File: src/rtl/mem_fill_writer_if.sv
// mem_fill_writer_if
//   Write-port bundle between mem_fill_writer and a memory array.
//
//   Handshake: a write transfers on a rising clk edge where wr_en and
//   wr_ready are both high. While wr_en is high and wr_ready is low,
//   the master holds wr_addr and wr_data stable. wr_en never depends
//   combinationally on wr_ready.
//
//   Signals:
//     wr_en     master -> slave  write request valid
//     wr_ready  slave  -> master memory accepts the write this cycle
//     wr_addr   master -> slave  write address (ADDR_W bits)
//     wr_data   master -> slave  write data byte
interface mem_fill_writer_if #(
  parameter int ADDR_W = 4
);
  logic              wr_en;
  logic              wr_ready;
  logic [ADDR_W-1:0] wr_addr;
  logic [7:0]        wr_data;

  modport master (
    output wr_en,
    output wr_addr,
    output wr_data,
    input  wr_ready
  );

  modport slave (
    input  wr_en,
    input  wr_addr,
    input  wr_data,
    output wr_ready
  );
endinterface

File: src/rtl/mem_fill_writer.sv
// mem_fill_writer
//   On start, writes DEPTH bytes to addresses 0..DEPTH-1 over the
//   wr_if valid/ready port. Bytes come from an 8-bit LFSR loaded with
//   SEED at every start (a zero SEED is replaced by 8'h01). Accepted
//   bytes are accumulated into a modulo-256 sum and a running maximum,
//   which are published on sum_out/max_out when the last write is
//   accepted and held until the next run completes or reset.
//
//   Optional build macro MEM_FILL_EXT_DATA_EN: bytes are taken from the
//   din/din_valid/din_ready stream instead of the LFSR (the LFSR is not
//   built). A byte is taken only while no write is pending, and the
//   write is presented the following cycle.
//
//   Ports:
//     clk        rising-edge clock
//     rst_n      asynchronous active-low reset
//     start      begin a run; sampled only in IDLE
//     busy       high while in FILL
//     done       one-cycle pulse after the last write is accepted
//     dbg_state  current FSM state (0 IDLE, 1 FILL, 2 DONE)
//     sum_out    modulo-256 sum of the bytes of the last completed run
//     max_out    largest byte of the last completed run, zero-extended
//     din*       external byte stream (MEM_FILL_EXT_DATA_EN only)
//     wr_if      memory write port (master side)
module mem_fill_writer #(
  parameter int         DEPTH  = 14,
  parameter int         ADDR_W = 4,
  parameter logic [7:0] SEED   = 8'hA5
) (
  input  logic              clk,
  input  logic              rst_n,
  input  logic              start,
  output logic              busy,
  output logic              done,
  output logic [1:0]        dbg_state,
  output logic [7:0]        sum_out,
  output logic [8:0]        max_out,
`ifdef MEM_FILL_EXT_DATA_EN
  input  logic [7:0]        din,
  input  logic              din_valid,
  output logic              din_ready,
`endif
  mem_fill_writer_if.master wr_if
);

  typedef enum logic [1:0] {
    S_IDLE = 2'd0,
    S_FILL = 2'd1,
    S_DONE = 2'd2
  } state_t;

  localparam logic [ADDR_W-1:0] LAST_ADDR = ADDR_W'(DEPTH - 1);

  state_t            r_state;
  state_t            w_next_state;
  logic              r_wr_en;
  logic [ADDR_W-1:0] r_addr;
  logic [7:0]        r_data;
  logic [7:0]        r_sum_acc;
  logic [7:0]        r_max_acc;
  logic [7:0]        r_sum_out;
  logic [8:0]        r_max_out;

  logic              w_start_run;
  logic              w_accept;
  logic              w_last;
  logic [7:0]        w_sum_new;
  logic [7:0]        w_max_new;

`ifndef MEM_FILL_EXT_DATA_EN
  // An all-zero LFSR would lock up, so a zero seed becomes 8'h01.
  localparam logic [7:0] SEED_INIT = (SEED == 8'h00) ? 8'h01 : SEED;

  logic [7:0] r_lfsr;
  logic [7:0] w_lfsr_next;

  assign w_lfsr_next = {r_lfsr[6:0], r_lfsr[7] ^ r_lfsr[5] ^ r_lfsr[4] ^ r_lfsr[3]};
`else
  logic w_take;

  // Only one byte is ever in flight: take a new byte only while no write
  // is waiting for the memory.
  assign din_ready = (r_state == S_FILL) && !r_wr_en;
  assign w_take    = din_valid && din_ready;
`endif

  assign w_start_run = (r_state == S_IDLE) && start;
  assign w_accept    = r_wr_en && wr_if.wr_ready;
  assign w_last      = (r_addr == LAST_ADDR);
  assign w_sum_new   = r_sum_acc + r_data;
  assign w_max_new   = (r_data > r_max_acc) ? r_data : r_max_acc;

  // Next-state logic.
  always_comb begin
    w_next_state = r_state;
    case (r_state)
      S_IDLE:  if (start) w_next_state = S_FILL;
      S_FILL:  if (w_accept && w_last) w_next_state = S_DONE;
      S_DONE:  w_next_state = S_IDLE;
      default: w_next_state = S_IDLE;
    endcase
  end

  always_ff @(posedge clk or negedge rst_n) begin
    if (!rst_n) begin
      r_state <= S_IDLE;
    end else begin
      r_state <= w_next_state;
    end
  end

  // Write port and accumulators.
  always_ff @(posedge clk or negedge rst_n) begin
    if (!rst_n) begin
      r_wr_en   <= 1'b0;
      r_addr    <= '0;
      r_data    <= 8'h00;
      r_sum_acc <= 8'h00;
      r_max_acc <= 8'h00;
      r_sum_out <= 8'h00;
      r_max_out <= 9'h000;
`ifndef MEM_FILL_EXT_DATA_EN
      r_lfsr    <= SEED_INIT;
`endif
    end else if (w_start_run) begin
      r_addr    <= '0;
      r_sum_acc <= 8'h00;
      r_max_acc <= 8'h00;
`ifndef MEM_FILL_EXT_DATA_EN
      r_lfsr    <= SEED_INIT;
      r_data    <= SEED_INIT;
      r_wr_en   <= 1'b1;
`else
      r_wr_en   <= 1'b0;
`endif
    end else if (w_accept) begin
      r_sum_acc <= w_sum_new;
      r_max_acc <= w_max_new;
      if (w_last) begin
        r_wr_en   <= 1'b0;
        r_sum_out <= w_sum_new;
        r_max_out <= {1'b0, w_max_new};
      end else begin
        r_addr <= r_addr + 1'b1;
`ifndef MEM_FILL_EXT_DATA_EN
        r_lfsr <= w_lfsr_next;
        r_data <= w_lfsr_next;
`else
        r_wr_en <= 1'b0;
`endif
      end
`ifdef MEM_FILL_EXT_DATA_EN
    end else if (w_take) begin
      r_data  <= din;
      r_wr_en <= 1'b1;
`endif
    end
  end

  assign busy          = (r_state == S_FILL);
  assign done          = (r_state == S_DONE);
  assign dbg_state     = r_state;
  assign sum_out       = r_sum_out;
  assign max_out       = r_max_out;
  assign wr_if.wr_en   = r_wr_en;
  assign wr_if.wr_addr = r_addr;
  assign wr_if.wr_data = r_data;

endmodule

File: src/flat_wrapper.sv
// flat-port wrapper written by rule: the top's interface ports become plain ports
module mem_fill_writer_flat 
#(
  parameter int         DEPTH  = 14,
  parameter int         ADDR_W = 4,
  parameter logic [7:0] SEED   = 8'hA5
)
  (clk, rst_n, start, busy, done, dbg_state, sum_out, max_out, wr_if_wr_en, wr_if_wr_addr, wr_if_wr_data, wr_if_wr_ready);
  mem_fill_writer_if #(.ADDR_W(ADDR_W)) wr_if_i ();
  input  logic clk;
  input  logic rst_n;
  input  logic start;
  output logic busy;
  output logic done;
  output logic [1:0] dbg_state;
  output logic [7:0] sum_out;
  output logic [8:0] max_out;
  output wire logic [$bits(wr_if_i.wr_en)-1:0] wr_if_wr_en;
  output wire logic [$bits(wr_if_i.wr_addr)-1:0] wr_if_wr_addr;
  output wire logic [$bits(wr_if_i.wr_data)-1:0] wr_if_wr_data;
  input wire logic [$bits(wr_if_i.wr_ready)-1:0] wr_if_wr_ready;
  assign wr_if_wr_en = wr_if_i.wr_en;
  assign wr_if_wr_addr = wr_if_i.wr_addr;
  assign wr_if_wr_data = wr_if_i.wr_data;
  assign wr_if_i.wr_ready = wr_if_wr_ready;
  mem_fill_writer #(.DEPTH(DEPTH), .ADDR_W(ADDR_W), .SEED(SEED)) u_core (.clk(clk), .rst_n(rst_n), .start(start), .busy(busy), .done(done), .dbg_state(dbg_state), .sum_out(sum_out), .max_out(max_out), .wr_if(wr_if_i));
endmodule
File: config.mk
export PLATFORM = sky130hd
export DESIGN_NAME = mem_fill_writer_flat
export DESIGN_NICKNAME = d
export VERILOG_FILES = /design/src/rtl/mem_fill_writer_if.sv /design/src/rtl/mem_fill_writer.sv /design/src/flat_wrapper.sv
export SDC_FILE = /design/constraint.sdc
export NUM_CORES = 1
export LEC_CHECK = 0
export CAP_MARGIN = 10
export CORE_AREA = 2 2 93 95
export CTS_CLUSTER_SIZE = 8
export DETAILED_ROUTE_END_ITERATION = 10
export DIE_AREA = 0 0 95 97
export MAX_ROUTING_LAYER = met4
export SYNTH_ARGS = -nofsm -noshare
export SYNTH_HDL_FRONTEND = slang
export SYNTH_SLANG_ARGS = --single-unit
File: constraint.sdc
create_clock -name clk -period 2 [get_ports clk]
set_clock_uncertainty 0.2 [all_clocks]
set_input_delay 0.3 -clock clk [delete_from_list [all_inputs] [get_ports clk]]
set_output_delay 0.3 -clock clk [all_outputs]
set_load 0.005 [all_outputs]
==> impl_results.md, run 1 <==
- Result of the run: finished with violations
- Violated checks: negative setup slack
- Synth top area cells: dfrtp_1 (42%), nand2_1 (8.9%), ha_1 (7.7%), a21oi_1 (3.8%), dfstp_2 (3.8%)
- Vias in the first global route: between 2,000 and 2,500
- Leakage Power: about 1.8 nW
- Sequential area share after synthesis: between 40% and 50%
- Die W: ~95 um
- Area leader, netlist: dfrtp_1
- WP depth: 6
- Seq cells post-synth: 51
- Routed WL per cell: ~15 um
- Cell Area, Synth: between 2000 and 3000 um2
- GRT Residual Overflow: 0
- Final hold violation count: 0
- Startpoint types: register
- Post-Syn Nets: 323
- Worst path required time: between 2 and 2.5 ns
- Async set-reset flop share out of synthesis: 100%
- # rows: 33
- Root buf cell: clkbuf_8
- Final count of pins violating max slew: 0
- R2R Setup Slk: -0.08 ns
- Die height: between 90 and 100 um
- Design area: roughly 4000 um2
- CP Class: register to register
- Max Clk Rate: between 0.4 and 0.5 GHz
- CP Data Arrival Time: between 2 and 2.5 ns
- Area grow syn2layout: 45.7%
- Delay-heaviest family, CP: compound AO/OA/AOI/OAI gates
- Setup slack after layout: -0.0818 ns
- Critical Path End: u_core.r_sum_acc[7]
- Share of layout cells above drive strength 1: between 20% and 30%
- CTS tree: built
- Top FF cell, synth: dfrtp_1
- Slowest CP cell: dfrtp_2
- Post-route minimum period: between 2 and 2.5 ns
- Placer Congestion: 0.909
- Routed vias/inst: just under 5
- Nets@finish: between 400 and 500
- Non-Filler Instances: just under 500
- Final Setup Violations: 19
- EDFF count, synth: 0
- Residual DRC: 0
- CP peak stage delay: between 0.4 and 0.5 ns
- CP Launch Point: u_core.r_lfsr[4]
- Largest net degree at the start of global routing: 30
- Period utilization: 104%
- RSZ-0062 raised after global routing: yes
- Initial Utilization: between 30% and 40%
- Sink Count: roughly 50
- Initial antenna violation count: 0
- Reg2reg path depth: 6
- Initial DRC Count: between 100 and 150
- Clock buffer count from CTS: 5
- DR vias: between 2,000 and 2,500
- H-Tree Depth: 2
- Placed insts: roughly 480
- Top-area cell type share of the netlist area: ~42%
- DR pass1 iterations: 4
- First-pass GRT wire length: ~12,000 um
- Syn. warnings: 0
- Core region area: between 8000 and 9000 um2
- Crit. End Element: register
- Gr usage total: between 10% and 20%
- CP Max Fanout: 4
- Gate Count Post-Synth: about 300
- Clock latency on the worst-skew pair: 0.31 ns
- DP HPWL: 5050 um
- Hold Crit Start: u_core.r_lfsr[2]
- Ports: 38
- Die area: between 9000 and 10,000 um2
- Port-buffer cells: 36
- Hold Path Class: register to register
- Reg-to-Reg End: u_core.r_sum_acc[7]
- Crit path cell chain: ha_1, nor3_1, o211a_1, o211ai_1, buf_4, a31o_2
- Antenna cells: 0
- Maximum vdd ir drop: ~0.00067 V
- Power density cells: roughly 1800 nW/um2
- DP Area: 3640 um2
- Reg-to-Reg Start: u_core.r_lfsr[4]
- Finished Core Util: between 40 and 50%
- Clk pin slew, worst setup/hold paths: about 0.1 ns
- Post-Synthesis Mean Instance Area: 9.22 um2
- Routed WL: around 7200 um
- Max-cap violation count: 0
- Synth unique cells: 44
- CTS Buffer Depth: 2
- Crit path buf inv count: 1
- Antenna-violating nets left: 0
## metrics by stage
step                      TNS [ns]  setup WS (ns)  power, mW  hold slack (ns)
after floorplan             -0.726        -0.0836       4.12           -0.196
after global placement      -0.964        -0.0663       5.77            0.107
after detailed placement     -1.58        -0.0981       5.86            0.116
after CTS                   -0.431        -0.0548       7.07            0.266
after global routing         -2.88         -0.167       8.00            0.280
final                       -0.843        -0.0818       7.42            0.264
## state kept, by name, indices dropped and copies added (netlist names)
signal	flops
u_core.dbg_state	2
u_core.max_out	8
u_core.r_lfsr	8
u_core.r_max_acc	8
u_core.r_sum_acc	8
u_core.sum_out	8
u_core.wr_if.wr_addr	4
u_core.wr_if.wr_data	4
u_core.wr_if.wr_en	1
## cell usage after synthesis (3+ instances only)
master    instances
a21o_1            5
a31oi_1           8
nand2_1          66
clkbuf_1          6
ha_1             17
a211oi_1          4
nor3_1            3
mux2i_1           8
dfstp_2           4
o21ai_0          20
xor2_1            4
a21oi_1          21
dfrtp_1          47
nand3_1          10
buf_4             7
nor2_1           21
inv_1            11
xnor2_1           8
## cell usage in the layout, fill, tap and decap left out, types with 2 or more instances in the layout
cell             instances
ha_1                     6
nand4_1                  2
xnor2_1                  7
nand3_1                  9
buf_12                   3
nor3_1                   3
buf_6                    2
nand2_1                 66
bufinv_16                2
dfstp_2                  4
nor2b_1                  2
o21ai_2                  2
a31oi_1                  8
a21o_1                   5
inv_1                   11
ha_4                    11
o211ai_1                 2
a21oi_1                 17
clkdlybuf4s50_1         33
nor2_1                  20
o21ai_0                 12
nor3b_2                  3
a211oi_2                 2
o21ai_1                  6
buf_4                   53
xor2_1                   4
a21oi_2                  4
dfrtp_1                 42
clkbuf_8                 5
dfrtp_2                  5
mux2i_1                  8
## worst min path at each step
stage                           to  slack [ns]  cells after the start
2_1_floorplan  u_core.dbg_state[0]       -0.20                      0
3_3_place_gp   u_core.r_max_acc[3]        0.11                      2
3_5_place_dp   u_core.r_max_acc[3]        0.12                      2
4_1_cts           u_core.r_lfsr[2]        0.27                      2
5_1_grt           u_core.r_lfsr[2]        0.28                      2
6_report          u_core.r_lfsr[2]        0.26                      2
## power by group
group / total, mW / internal (mW) / switching (mW) / leakage (nW)
clock: 0.867 / 0.499 / 0.368 / 0.0644
combinational: 4.68 / 2.48 / 2.20 / 1.08
sequential: 1.87 / 1.49 / 0.381 / 0.637
total: 7.42 / 4.47 / 2.95 / 1.78
## worst min-delay path: cells and delay by family (launching register included)
family        cells  cell delay (ns)
simple gates      2             0.10
flops             1             0.38
## kinds of logic (layout without fill, tap and decap cells)
| kind of cell | count (synthesis) | count (layout) | share of synthesized area, % |
|---|---|---|---|
| compound gates | 68 | 68 | 15.1 |
| xor+xnor | 12 | 12 | 3.79 |
| fa+ha+maj | 18 | 18 | 8.38 |
| buf+inv | 27 | 114 | 4.96 |
| flops | 51 | 51 | 46.1 |
| mux | 9 | 9 | 3.29 |
| other cells | 1 | 1 | 0.135 |
| simple gates | 115 | 115 | 18.2 |
## repair_timing
action,CTS,global route
gates cloned,0,0
setup endpoints to repair,24,25
setup buffers,4,3
resized for setup,20,21
hold buffers,1,0
pin swaps,16,14
hold endpoints to repair,47,0
## layer usage
metal	global-route usage, %	wire length (um)
met1	22.3	3390
met2	25.6	3470
met3	2.73	224
met4	5.35	150
met5	-	0
## area by class of cell
cell class              count  area, um2
clock inverters             3       67.6
clock buffers               5       68.8
inverters                  11       41.3
well taps                 105        131
multi-input cells         223       1600
repair buffers             95        847
fillers                   746       4090
flip-flops and latches     51       1290
Power figures use the tool's default switching activity.
==> run 2: changes to the inputs <==
==> constraint.sdc (replaced) <==
create_clock -name clk -period 1.7 [get_ports clk]
set_clock_uncertainty 0.2 [all_clocks]
set_input_delay 0.255 -clock clk [delete_from_list [all_inputs] [get_ports clk]]
set_output_delay 0.255 -clock clk [all_outputs]
set_load 0.005 [all_outputs]
==> run 2 against run 1 <==
Against the previous run:
- the run still ends with negative setup slack left
- power increased by 25%
- hold slack got worse by 0.11 ns
- fmax decreased by 1.9%
- largest cell class unchanged
- routed wire length increased by 4.7%
- final cell count increased by 4.3%
- critical endpoint is now u_core.r_max_acc[0]
==> impl_results.md, run 2 (synthesized netlist as in run 1, its figures left out) <==
- Hold Path Class: primary input to asynchronous set/reset pin
- Placer Congestion: approximately 0.9
- Leakage Power: between 1.5 and 2 nW
- Ports: 38
- Setup slack after layout: -0.421 ns
- # rows: 33
- H-Tree Depth: 2
- Residual DRC: 0
- Core region area: ~8100 um2
- Largest net degree at the start of global routing: 23
- Dpl ws: -0.383 ns
- Commonest non-fill, non-tap cell in the layout: nand2_1
- Initial Utilization: 34.1%
- Power density cells: 2120 nW/um2
- CP Launch Point: u_core.r_lfsr[1]
- Result of the run: finished with violations
- Reg-to-Reg Start: u_core.r_lfsr[1]
- Maximum vdd ir drop: a little under 0.0007 V
- CP Data Arrival Time: ~2.1 ns
- Area grow syn2layout: 57.3%
- Clk pin slew, worst setup/hold paths: ~0.10 ns
- Routed vias/inst: 4.94
- Hold Slack: between 0.15 and 0.2 ns
- Startpoint types: register
- Nets@finish: between 400 and 500
- CP Max Fanout: 7
- Design area: roughly 4400 um2
- Clock latency on the worst-skew pair: roughly 0.30 ns
- CP Class: register to register
- CTS tree: built
- Worst path required time: roughly 1.7 ns
- Gr usage total: 17.6%
- Period utilization: 125%
- Initial DRC Count: 136
- Share of layout cells above drive strength 1: between 30 and 40%
- Post-route minimum period: approximately 2.1 ns
- Die area: ~9200 um2
- Non-Filler Instances: a little over 500
- Antenna cells: 0
- Max Clk Rate: approximately 0.47 GHz
- Root buf cell: clkbuf_8
- Routed WL per cell: 14.7 um
- DR vias: between 2,000 and 3,000
- Finished Core Util: a little over half
- Port-buffer cells: 36
- Max-cap violation count: 0
- DP Area: ~3800 um2
- Final count of pins violating max slew: 0
- Setup TNS: -8.60 ns
- Routed WL: 7570 um
- CP peak stage delay: approximately 0.47 ns
- Multi-input logic area: 1730 um2
- Placed insts: slightly below 500
- Antenna-violating nets left: 0
- Crit path cell chain: ha_4, nor2b_4, o211ai_2, a211o_1, a21oi_4, buf_12, mux2i_1
- RSZ-0062 raised after global routing: yes
- Slowest CP cell: dfrtp_2
- Die height: between 90 and 100 um
- CTS Buffer Depth: 2
- Vias in the first global route: ~2,500
- Tot Pwr: between 9 and 10 mW
- DP HPWL: 5570 um
- GRT Residual Overflow: 0
- Crit. End Element: register
- Initial antenna violation count: 0
- Violated checks: negative setup slack
- Clock buffer count from CTS: 5
- Most frequent cells in the layout: nand2_1 (63), buf_4 (54), dfrtp_1 (40)
- Final Setup Violations: 29
- Die W: 95 um
- # fillers: between 700 and 800
- Final hold violation count: 0
- Register area: 1290 um2
- Sink Count: just over 50
- First-pass GRT wire length: roughly 12,000 um
- DR pass1 iterations: 4
run 2: cell type report:
class,instances,share of cell area [%]
inverter,11,0.946
clock buffer,8,2.29
timing repair buffer,116,24.5
sequential,51,29.5
tap,105,3.01
multi-input combinational,223,39.7
run 2: where the power goes:
part	total, mW	switching (mW)	internal (mW)
logic	6.26	2.88	3.38
clock network	0.779	0.406	0.373
registers	2.21	0.449	1.76
run 2: worst paths after layout:
kind                                       endpoint  slack, ns  cells after the start
worst max-delay path            u_core.r_max_acc[0]      -0.42                      7
worst min-delay path               u_core.r_lfsr[1]       0.15                      2
worst max register to register  u_core.r_max_acc[0]      -0.42                      7
worst min register to register     u_core.r_lfsr[2]       0.27                      2
max in group asynchronous          u_core.r_lfsr[0]       0.66                      3
min in group clk                   u_core.r_lfsr[2]       0.27                      2
run 2: repair_timing:
item / 4_1_cts / 5_1_grt
hold buffers: 1 / 0
hold endpoints to repair: 47 / 0
endpoints found under the setup margin: 54 / 47
pin swaps: 22 / 34
setup buffers: 12 / 3
resized for setup: 63 / 47
run 2: critical path: cells and delay by family, from the launching register on:
family	cells	cell delay [ns]
multiplexers	1	0.19
buffers and inverters	1	0.15
AO/OA/AOI/OAI	3	0.62
AND/OR/NAND/NOR	1	0.13
adder cells (fa/ha/maj)	1	0.28
flip-flops	1	0.47
run 2: per-layer routing:
metal	share of wire (%)	routed length [um]	vias up	global-route usage [%]
li1	-	-	1238	-
met1	44	3340	1242	23.3
met2	50	3780	49	27.4
met3	3.9	293	12	3.19
met4	2.1	157	0	5.46
met5	0	0	-	-
==> run 3: changes to the inputs <==
--- a/config.mk
+++ b/config.mk
@@ -7,10 +7,11 @@
 export LEC_CHECK = 0
 export CAP_MARGIN = 10
 export CORE_AREA = 2 2 93 95
+export CTS_CLUSTER_DIAMETER = 200
 export CTS_CLUSTER_SIZE = 8
 export DETAILED_ROUTE_END_ITERATION = 10
 export DIE_AREA = 0 0 95 97
-export MAX_ROUTING_LAYER = met4
 export SYNTH_ARGS = -nofsm -noshare
 export SYNTH_HDL_FRONTEND = slang
 export SYNTH_SLANG_ARGS = --single-unit
+export TNS_END_PERCENT = 50
==> run 3 against run 2 <==
Against the previous run:
- die area stayed put
- flip-flop and latch count stayed put
- critical path depth stayed put
- first-iteration DRC count is 5.1% higher
- final cell count is 2.3% lower
- hold slack better by 0.099 ns
- via count is 3.8% lower
- sequential power hardly changed
- the flow still finishes with violations (negative setup slack)
- sequential share of layout area is 0.87 points higher
- power is 2.5% lower
- non-clock buffer count is 12 lower
- cell area is 3.0% lower
==> impl_results.md, run 3 (synthesized netlist as in run 1, its figures left out) <==
- Result of the run: finished with violations
- Violated checks: negative setup slack
- Root buf cell: clkbuf_8
- Leakage Power: 1.92 nW
- Commonest non-fill, non-tap cell in the layout: nand2_1
- Startpoint types: register
- Most frequent cells in the layout: nand2_1 (64), buf_4 (48), dfrtp_1 (42)
- Delay-heaviest family, CP: compound AO/OA/AOI/OAI gates
- Initial antenna violation count: 0
- Ports: 38
- CP peak stage delay: between 0.4 and 0.5 ns
- DR vias: between 2,000 and 2,500
- Dpl ws: -0.606 ns
- DP HPWL: around 5400 um
- Area grow syn2layout: 52.5%
- CTS tree: built
- Max Clk Rate: about 0.47 GHz
- Register area: 1290 um2
- Die height: 97 um
- First-pass GRT wire length: 12,000 um
- GRT Residual Overflow: 0
- Routed vias/inst: ~4.9
- CP Class: register to register
- RSZ-0062 raised after global routing: yes
- Die W: 95 um
- Final count of pins violating max slew: 0
- Clock latency on the worst-skew pair: 0.31 ns
- Share of layout cells above drive strength 1: a little over a third
- Sink Count: about 50
- Setup slack after layout: -0.423 ns
- CTS Buffer Depth: 2
- Maximum vdd ir drop: just over 0.0008 V
- Multi-input logic area: about 1700 um2
- Crit path cell chain: ha_4, nor2b_4, o211ai_4, a211o_1, a21oi_4, buf_12, mux2i_1
- # fillers: approximately 730
- Crit. End Element: register
- Routed WL: 7350 um
- Final Setup Violations: 30
- Antenna-violating nets left: 0
- CP Data Arrival Time: 2.16 ns
- Power density cells: between 2000 and 2500 nW/um2
- WP depth: 7
- Worst path required time: about 1.7 ns
- Post-route minimum period: between 2 and 2.5 ns
- Final hold violation count: 0
- Placer Congestion: slightly below 0.9
- Largest net degree at the start of global routing: between 50 and 60
- Core region area: just over 8000 um2
- Routed WL per cell: between 10 and 15 um
- H-Tree Depth: 2
- Setup TNS: -9.15 ns
- Residual DRC: 0
- Gr usage total: about 17%
- Antenna cells: 0
- Reg2reg path depth: 7
- DR pass1 iterations: 4
- Initial Utilization: between 30% and 40%
- Die area: 9220 um2
- Hold Path Class: primary input to asynchronous set/reset pin
- Port-buffer cells: 36
- Max-cap violation count: 0
- Clock buffer count from CTS: 5
- Crit path buf inv count: 1
- # rows: 33
- Vias in the first global route: ~2,400
- Nets@finish: between 400 and 500
- Initial DRC Count: about 140
- CP Max Fanout: 8
- R2R Setup Slk: -0.42 ns
- Clk pin slew, worst setup/hold paths: 0.10 ns
- Period utilization: 125%
- Slowest CP cell: dfrtp_2
## run 3: changes by cell type in the layout (fill, tap and decap cells not counted), sizes merged
cell / change
buf: -12
bufinv: +1
clkbuf: -2
clkdlybuf4s15: -2
clkdlybuf4s50: +1
clkinv: +1
dlymetal6s2s: +1
## run 3: metrics by stage
step	utilization (%)	total power [mW]	hold slack [ns]	cell area, um2	cells
2_1_floorplan	-	4.90	-0.241	2850	301
6_report	52.1	9.02	0.253	4230	502
3_5_place_dp	46.0	7.12	0.0715	3740	487
3_3_place_gp	46.0	7.01	0.0702	3740	487
4_1_cts	49.6	8.53	0.267	4040	499
5_1_grt	52.1	9.69	0.276	4230	502
## run 3: power breakdown
part	internal [mW]	switching [mW]	leakage, nW	total (mW)
clock network	0.477	0.414	0.0612	0.891
registers	1.76	0.417	0.637	2.18
logic	3.12	2.83	1.23	5.95
## run 3: cell type report
class	count	share of cell area (%)
clock buffer	6	1.95
multi-input combinational	223	40.0
timing repair buffer	104	22.8
sequential	51	30.4
inverter	11	0.975
clock inverter	2	0.827
tap	105	3.10
## run 3: tightest hold or removal path, stage by stage
cell and delay (ns):
dlygate4sd3_1 0.52, buf_2 0.12, buf_12 0.26
## run 3: worst paths after layout
path / startpoint / to
setup / recovery: u_core.r_lfsr[1] / u_core.r_max_acc[4]
hold / removal: rst_n / u_core.max_out[3]
min in group clk: u_core.r_lfsr[7] / u_core.r_lfsr[7]
max in group asynchronous: rst_n / u_core.r_lfsr[0]
setup reg to reg: u_core.r_lfsr[1] / u_core.r_max_acc[4]
hold reg to reg: u_core.r_lfsr[7] / u_core.r_lfsr[7]
## run 3: layer usage
metal | track usage (%) | part of all wire, % | vias up
li1 | - | - | 1214
met1 | 22.4 | 44 | 1169
met2 | 26.3 | 50 | 50
met3 | 3.12 | 4.1 | 11
met4 | 6.35 | 2.2 | 0
met5 | 0 | 0 | -
## run 3: repair_timing
item                                    4_1_cts  5_1_grt
hold endpoints to repair                     51        0
hold buffers                                  1        0
pin swaps                                    13       20
buffers inserted                              3        3
endpoints found under the setup margin       54       49
gates resized for setup                      53       40
==> edit: new RTL, config.mk and constraints of run 1 <==
`ADDR_W` is set to 4 in 3 places; all go to 5.
--- a/src/rtl/mem_fill_writer_if.sv
+++ b/src/rtl/mem_fill_writer_if.sv
@@ -14,3 +14,3 @@
 interface mem_fill_writer_if #(
-  parameter int ADDR_W = 4
+  parameter int ADDR_W = 5
 );
--- a/src/rtl/mem_fill_writer.sv
+++ b/src/rtl/mem_fill_writer.sv
@@ -26,3 +26,3 @@
   parameter int         DEPTH  = 14,
-  parameter int         ADDR_W = 4,
+  parameter int         ADDR_W = 5,
   parameter logic [7:0] SEED   = 8'hA5
--- a/src/flat_wrapper.sv
+++ b/src/flat_wrapper.sv
@@ -4,3 +4,3 @@
   parameter int         DEPTH  = 14,
-  parameter int         ADDR_W = 4,
+  parameter int         ADDR_W = 5,
   parameter logic [7:0] SEED   = 8'hA5
Interface: changed (resized wr_if_wr_addr); port bits go from 38 to 39. The function was not compared with the original's and may differ.
==> edit against run 1 <==
- wire length is 6.5% higher
- synthesized area is 1.4% higher
- die area stayed put
- total power is 2.6% higher
- sequential cell count is 1 higher
- critical path type unchanged
- setup slack worse by 0.031 ns
- the run still ends with setup timing left
- count of clock-buffer cells in the layout stayed put
- clock power is 28% lower
- cell area is 2.7% higher
==> edit: results <==
[final_layout]
nNetsFinal = 419
n_all_buffers = 100
multi_input_area_share_pct = 40.0
seq_cell_count = 52
finish.utilization_pct = 51.1
drive_above_1_share_pct = 31.9
seq_share_pct = 31.7
bufAreaShareNonClock_pct = 22.0
nFillCells = 730
area_delta_synth_final_pct = 47.5

[global_route]
grt_pass1_vias = 2413
grt_max_degree = 53

[power]
p_sw_mw = 3.18
p_sw_share_pct = 41.8
cellLeakagePower_nw = 1.85
irDropWorstVdd_v = 0.000652

[logic_synthesis]
syn-instance-count = 306
synth_fp_nets = 328
synth_common_cells = "nand2_1, dfrtp_1, nor2_1, a21oi_1, o21ai_0"
synthAdderAreaFrac_pct = 8.26
synth_mux_area_share_pct = 3.24

[status]
status = "finished, violations left"
violations = "setup timing"

[drt]
drtIter0Drc = 70
via_per_inst = 4.99

[place]
portBuffers = 37
gp_congestion = 0.853

[clock_tree]
cts_setup_buffers = 5
cts-resized-gates = 24

[sta]
finalSetupTns_ns = -1.03
finalSetupViolCount = 19
setup_ws_ns = -0.113
-- edit: metal layers --
metal  share of wire (%)  vias up
li1                    -     1223
met1                  45     1214
met2                  50       65
met3                 3.4        8
met4                 1.5        0
met5                   0        -
-- edit: worst paths after layout --
kind	slack, ns	depth (start not counted)	startpoint	end
min in group asynchronous	0.30	3	rst_n	u_core.r_lfsr[4]$_DFFE_PN0P_
min	0.27	2	u_core.r_lfsr[2]$_DFFE_PN1P_	u_core.r_lfsr[2]$_DFFE_PN1P_
max	-0.11	7	u_core.r_lfsr[1]$_DFFE_PN0P_	u_core.r_max_acc[3]$_DFFE_PN0P_
min reg2reg	0.27	2	u_core.r_lfsr[2]$_DFFE_PN1P_	u_core.r_lfsr[2]$_DFFE_PN1P_
max reg2reg	-0.11	7	u_core.r_lfsr[1]$_DFFE_PN0P_	u_core.r_max_acc[3]$_DFFE_PN0P_
max in group asynchronous	1.02	3	rst_n	u_core.r_lfsr[5]$_DFFE_PN1P_
